==> src/rtl/fifo_dest.sv <==
`default_nettype none
// +--------------------------------------------------------------------------+
// | Module      : fifo_dest                                                  |
// | Description : Per-destination synchronous FIFO fed by one output of the  |
// |               destination demux. Registered read data, occupancy flags   |
// |               decoded from the count, optional sticky error flag.        |
// | Ports       : clk          - single clock, rising edge                   |
// |               reset        - synchronous, active-low reset               |
// |               push/data_in - write request and write data                |
// |               pop          - read request from the consumer              |
// |               data_out     - registered read data (0 when no read)       |
// |               valid_out    - registered, one cycle per accepted pop      |
// |               full/empty/almost_full/almost_empty - occupancy flags      |
// |               error        - sticky overflow/underflow flag              |
// | Config      : define FIFO_DEST_ERROR_EN to build the sticky error logic; |
// |               without it, error is tied to 0.                            |
// | Revision    : 1.0 - initial release                                      |
// +--------------------------------------------------------------------------+
module fifo_dest #(
  parameter int BITNUMBER       = 5,
  parameter int DEPTH_LOG2      = 3,
  parameter int ALMOST_FULL_TH  = 6,
  parameter int ALMOST_EMPTY_TH = 2
) (
  input  logic                 clk,
  input  logic                 reset,
  input  logic                 push,
  input  logic [BITNUMBER-1:0] data_in,
  input  logic                 pop,
  output logic [BITNUMBER-1:0] data_out,
  output logic                 valid_out,
  output logic                 full,
  output logic                 empty,
  output logic                 almost_full,
  output logic                 almost_empty,
  output logic                 error
);

  localparam int DEPTH = 1 << DEPTH_LOG2;

  // Count-width versions of the constants so every compare is width-matched.
  localparam logic [DEPTH_LOG2:0] DEPTH_CNT = {1'b1, {DEPTH_LOG2{1'b0}}};
  localparam logic [DEPTH_LOG2:0] AF_TH     = ALMOST_FULL_TH[DEPTH_LOG2:0];
  localparam logic [DEPTH_LOG2:0] AE_TH     = ALMOST_EMPTY_TH[DEPTH_LOG2:0];

  logic [BITNUMBER-1:0]  mem_q [DEPTH];

  logic [DEPTH_LOG2-1:0] wr_ptr_q, wr_ptr_d;
  logic [DEPTH_LOG2-1:0] rd_ptr_q, rd_ptr_d;
  logic [DEPTH_LOG2:0]   count_q,  count_d;
  logic [BITNUMBER-1:0]  data_q,   data_d;
  logic                  valid_q,  valid_d;

  logic w_pop_acc;
  logic w_push_acc;

  // Flags are pure decodes of the registered count.
  assign full         = (count_q == DEPTH_CNT);
  assign empty        = (count_q == '0);
  assign almost_full  = (count_q >= AF_TH);
  assign almost_empty = (count_q <= AE_TH);

  // No fall-through: a pop needs an entry already stored. A push into a full
  // FIFO is still taken when the same cycle frees a slot with a pop.
  assign w_pop_acc  = pop && !empty;
  assign w_push_acc = push && (!full || w_pop_acc);

  always_comb begin
    wr_ptr_d = wr_ptr_q;
    rd_ptr_d = rd_ptr_q;
    count_d  = count_q;
    data_d   = '0;
    valid_d  = 1'b0;

    if (w_push_acc) begin
      wr_ptr_d = wr_ptr_q + DEPTH_LOG2'(1);
    end

    if (w_pop_acc) begin
      rd_ptr_d = rd_ptr_q + DEPTH_LOG2'(1);
      data_d   = mem_q[rd_ptr_q];
      valid_d  = 1'b1;
    end

    case ({w_push_acc, w_pop_acc})
      2'b10:   count_d = count_q + (DEPTH_LOG2 + 1)'(1);
      2'b01:   count_d = count_q - (DEPTH_LOG2 + 1)'(1);
      default: count_d = count_q;
    endcase
  end

  always_ff @(posedge clk) begin
    if (!reset) begin
      wr_ptr_q <= '0;
      rd_ptr_q <= '0;
      count_q  <= '0;
      data_q   <= '0;
      valid_q  <= 1'b0;
    end else begin
      wr_ptr_q <= wr_ptr_d;
      rd_ptr_q <= rd_ptr_d;
      count_q  <= count_d;
      data_q   <= data_d;
      valid_q  <= valid_d;
    end
  end

  // Storage is deliberately not cleared by reset; only writes are blocked.
  always_ff @(posedge clk) begin
    if (reset && w_push_acc) begin
      mem_q[wr_ptr_q] <= data_in;
    end
  end

  assign data_out  = data_q;
  assign valid_out = valid_q;

`ifdef FIFO_DEST_ERROR_EN
  logic error_q, error_d;

  // Rejected push (full, no pop freeing a slot) or pop on an empty FIFO.
  always_comb begin
    error_d = error_q;
    if ((push && !w_push_acc) || (pop && empty)) begin
      error_d = 1'b1;
    end
  end

  always_ff @(posedge clk) begin
    if (!reset) begin
      error_q <= 1'b0;
    end else begin
      error_q <= error_d;
    end
  end

  assign error = error_q;
`else
  assign error = 1'b0;
`endif

endmodule
`default_nettype wire

==> config.mk <==
export PLATFORM = sky130hd
export DESIGN_NAME = fifo_dest
export DESIGN_NICKNAME = d
export VERILOG_FILES = /design/src/rtl/fifo_dest.sv
export SDC_FILE = /design/constraint.sdc
export NUM_CORES = 1
export LEC_CHECK = 0
export ABC_AREA = 1
export CORE_AREA = 2 2 69 71
export CTS_CLUSTER_SIZE = 14
export DETAILED_ROUTE_END_ITERATION = 7
export DIE_AREA = 0 0 71 73
export GPL_TIMING_DRIVEN = 0
export HOLD_SLACK_MARGIN = 0.15
export PLACE_DENSITY = 0.72
export SETUP_SLACK_MARGIN = 0.4
export SYNTH_ARGS = -nofsm -noshare
export SYNTH_HDL_FRONTEND = slang
export SYNTH_SLANG_ARGS = --single-unit
==> constraint.sdc <==
create_clock -name clk -period 3.55 [get_ports clk]
set_input_delay 1.065 -clock clk [delete_from_list [all_inputs] [get_ports clk]]
set_output_delay 1.065 -clock clk [all_outputs]
set_load 0.03 [all_outputs]
* Word level (Yosys, flattened, before mapping)
Memory sizes are Yosys's and may differ from the RTL's. A register that Yosys moved wholly into a read port is not among the register bits. Cells that the tools add are included.
Word-level totals: memories kept 1, bits of input ports 9, flip-flop bits (word level) 11, RAM bits 40, output and inout port bits 11, word-level logic and storage cells 28
Memory list:
- mem_q | words 8, width 5, read ports 1, clocked after memory_dff 1, write ports 1, RTL line 46 | logic [BITNUMBER-1:0] mem_q [DEPTH];
Operators by class: add/subtract/negate cells 4, muxes and demuxes 4, reductions and logical operators 10, order comparisons 2, equal/unequal tests 3
Operators by type and width (count):
- $pmux 4 s2 | 1
- $add 3x1->3 const B | 2
- $add 4x1->4 const B | 1
- $eq 4x4->1 const B | 1
- $ge 4x3->1 const B | 1
- $le 4x2->1 const B | 1
- $logic_not 4->1 | 1
- $sub 4x1->4 const B | 1
- $logic_and 1x1->1 | 3
- $logic_not 1->1 | 3
- $mux 1 | 3
- $eq 2x1->1 const B | 1
- $eq 2x2->1 const B | 1
- $reduce_and 2->1 | 1
- $reduce_bool 2->1 | 1
- $logic_or 1x1->1 | 1

* Longest topological paths before layout
depth in word-level cells 8, depth in mapped cells 13, gate-level depth less buffers 13

* Worst setup path after synthesis
Ideal clock, no wire load.
kind input -> register, start point input port pop, end point register count_q[3], path slack 1.331 ns, setup time 0.115 ns, data required time 3.435 ns, stages on the path 11, arrival 2.104 ns, path buffers 0, cells stage by stage nand2_8 inv_4 nand2_4 inv_1 ha_1 a21oi_1 nand3_1 nand2_2 nand3_1 nand2_1 nor2_1
On the way: cells in the longest elaborated chain, start to end 5, elaborated cells between the ends (all ways) 7
RTL lines:
- from (decl) | RTL line 29 | input logic pop,
- $logic_and 1x1->1 * | RTL line 65 | assign w_pop_acc = pop && !empty;
- $logic_or 1x1->1 | RTL line 66 | assign w_push_acc = push && (!full || w_pop_acc);
- $logic_and 1x1->1 | RTL line 66
- $eq 2x1->1 or $eq 2x2->1 (tied branches) | RTL line 85 | case ({w_push_acc, w_pop_acc})
- $pmux 4 s2 or $reduce_bool 2->1 (tied branches)
- to (signal assigned) | RTL line 102 | count_q <= count_d;
- to (decl) | RTL line 50 | logic [DEPTH_LOG2:0] count_q, count_d;
Every way passes the cells marked *; elsewhere a longest branch is shown, timed or not. A chain may end at the register's enable or synchronous reset.

* Final worst setup path
start point input port pop, end point memory mem_q[0][4], enable pin
On the way: cells in the longest elaborated chain, start to end 6
RTL lines:
- $logic_and 1x1->1 | RTL line 65
- $logic_or 1x1->1 | RTL line 66
- $logic_and 1x1->1 | RTL line 66
- $logic_and 1x1->1 | RTL line 110 | if (reset && w_push_acc) begin
- $mux 1 | RTL line 110
- $mux 1 (not written as such) | RTL line 111 | mem_q[wr_ptr_q] <= data_in;
- to (decl) | RTL line 46
No other way between the ends.

==> flow_metrics.env <==
export IMPL_vdd_drop_max_mv=0.343
export IMPL_grt_total_usage=0.184
export IMPL_vias=1612
export IMPL_wl_per_cell_um=14.6
export IMPL_clk_path_buf_depth=2
export IMPL_coreArea_um2=4540
export IMPL_first_global_vias=1536
export IMPL_critPathRequiredTime_ns=3.48
export IMPL_ys_seq_area_frac=0.637
export IMPL_grt_setup_unrepaired="false"
export IMPL_grt_max_degree=16
export IMPL_crit_path_end_kind="register"
export IMPL_wl_um=4450
export IMPL_syn_inst=224
export IMPL_viasPerCell=5.30
export IMPL_crit_fanout=7
export IMPL_cts_hold_fix_buffers=0
export IMPL_die_w_um=71
export IMPL_clock_sinks=56
export IMPL_ios=20
export IMPL_endpoint="mem_q[0][4]"
export IMPL_n_antenna_cell=0
export IMPL_crit_chain="clkdlybuf4s50_1 -> inv_1 -> nand4_1 -> nand2_2 -> inv_1 -> nand2_1 -> nor3_1"
export IMPL_htree_levels=2
export IMPL_power_density_nw_per_um2=633
export IMPL_detail_route_first_pass_iterations=4
export IMPL_hold_viol=0
export IMPL_antenna_found_initial=0
export IMPL_avgSynthCellArea_um2=10.7
export IMPL_overflow=0
export IMPL_drive_gt1_frac=0.0960
export IMPL_final_common_cell="nor2_1"
export IMPL_max_slew_margin=0.364
export IMPL_synth_area_leader_cell="edfxtp_1"
export IMPL_drv_cap=0
export IMPL_ff2ff_setup_slack_ns=1.54
export IMPL_cts_tree="done"
export IMPL_grt_pass1_wl_um=7150
export IMPL_syn_area_um2=2390
export IMPL_drc=0
export IMPL_first_iter_violations=77
export IMPL_startpoint="pop"
export IMPL_area_delta_synth_final_pct=14.2
export IMPL_dp_hpwl_um=3150
export IMPL_ant_nets=0
export IMPL_maxSlewViolCount=0
export IMPL_post_cts_setup_buffers=0
export IMPL_yosys_area_top_type_share=0.503
export IMPL_status="finished, final reports clean"
export IMPL_ys_seq_elements=56
export IMPL_die_area_um2=5180
export IMPL_whs_ns=0.547
export IMPL_cp_num_buf_inv=3
export IMPL_start_util=0.526
export IMPL_cpPeakStageDelay_ns=0.74
export IMPL_die_h_um=73
export IMPL_place_congestion=0.799
export IMPL_clkTransAtPathRegs_ns=0.08
export IMPL_clock_root_buffer="clkbuf_8"
export IMPL_critical_path_arrival_ns=2.83
export IMPL_slowest_stage="nor3_1"
export IMPL_max_freq_mhz=344
export IMPL_port_buffers=18
export IMPL_crit_family="simple AND/OR/NAND/NOR gates"
export IMPL_nNetsFinal=263
export IMPL_hp_class="reg -> reg"
export IMPL_final_cell_mix="nor2_1 (49), edfxtp_1 (40), o21ai_0 (26)"
export IMPL_setup_violations_final=0
export IMPL_synth_fp_nets=238
export IMPL_clk_latency_ns=0.30
export IMPL_r2r_start="count_q[1]"
export IMPL_crit_path_start_kind="input port"
export IMPL_period_share=0.818
export IMPL_ys_top_cells_by_area="edfxtp_1 (50%), dfxtp_1 (13%), nor2_1 (7.7%)"
export IMPL_power_leakage_nw=1.01
export IMPL_period_needed_ns=2.90
export IMPL_critical_path_depth=7
export IMPL_yosysUniqueCellTypes=27
export IMPL_r2r_end="mem_q[0][4]"
export IMPL_r2r_cells=6
export IMPL_yosys_warnings=0
export IMPL_cp_common_cell="inv_1"
export IMPL_criticalPathCategory="in -> reg"
export IMPL_placementRows=25
export IMPL_worst_slew_pin_transition_ns=0.946
export IMPL_tns_ns=0
export IMPL_cts_resized_gates=0
export IMPL_cts_made_buffers=5
export IMPL_skew_ns=0.00509
[report_power, final]
| group | switching [mW] | total (mW) | internal, mW |
|---|---|---|---|
| logic | 0.369 | 0.584 | 0.215 |
| registers | 0.0522 | 0.802 | 0.750 |
| clock network | 0.180 | 0.339 | 0.159 |
[flip-flops by register name, indices dropped and copies added, names as in the netlist]
signal and cells:
mem_q 40, wr_ptr_q 3, data_out 5, count_q 4, valid_out 1, rd_ptr_q 3
[worst reg2reg max path, delay by kind of cell (launching register included)]
kind          cells  cell delay, ns
buf+inv           1            0.08
flops             1            0.47
simple gates      5            1.09
[cell families after synthesis]
logic type      synth area share
simple gates               0.173
flops                      0.637
compound gates             0.104
buf+inv                   0.0508
fa+ha+maj                 0.0294
xor+xnor                 0.00367
other cells              0.00157
[worst min-delay path by stage]
stage | startpoint | to | slack [ns] | cells after the start
6_report | wr_ptr_q[1] | wr_ptr_q[1] | 0.55 | 2
5_1_grt | wr_ptr_q[1] | wr_ptr_q[1] | 0.59 | 2
4_1_cts | wr_ptr_q[1] | wr_ptr_q[1] | 0.55 | 2
3_5_place_dp | wr_ptr_q[1] | wr_ptr_q[1] | 0.53 | 2
3_3_place_gp | wr_ptr_q[1] | wr_ptr_q[1] | 0.53 | 2
2_1_floorplan | wr_ptr_q[1] | wr_ptr_q[1] | 0.49 | 2
[routing by layer]
metal  up-vias  track usage  part of all wire
met1       751        0.223              0.43
li1        814            -                 -
met2        39        0.315              0.50
met3         8       0.0456             0.047
met5         -            0                 0
met4         0       0.0818             0.019
[synth_stat cells]
cell type  number
dfxtp_1        16
nand2_4         3
xnor2_1         1
nand3_2         1
conb_1          1
o211ai_1        5
buf_4           1
inv_1          19
o21ai_1         3
nand2_2         2
nand4_1         1
ha_1            4
nor2_4          3
edfxtp_1       40
clkbuf_1        2
buf_2           5
o21ai_0        26
inv_2           1
nand3_1         7
fa_1            1
inv_4           1
a21oi_1         7
o22ai_1         5
nand2_8         1
nand2_1        14
nor2_1         49
nor3_1          5
[area by class of cell]
type / count / area (um^2)
fillers: 379 / 1810
flip-flops and latches: 56 / 1520
multi-input cells: 139 / 744
repair buffers: 18 / 180
clock buffers: 8 / 90.1
inverters: 21 / 81.3
well taps: 54 / 67.6
plain buffers: 8 / 40.0
[through the flow]
stage,power [mW],area (um^2),setup WS [ns],util,cells
floorplan,1.22,2390,1.33,-,224
global placement,1.39,2640,0.341,0.581,296
detailed placement,1.40,2640,0.329,0.581,296
CTS,1.74,2730,0.647,0.601,304
global route,1.83,2730,0.475,0.601,304
finish,1.72,2730,0.647,0.601,304
Note: power is estimated with default switching activity, not from simulation.
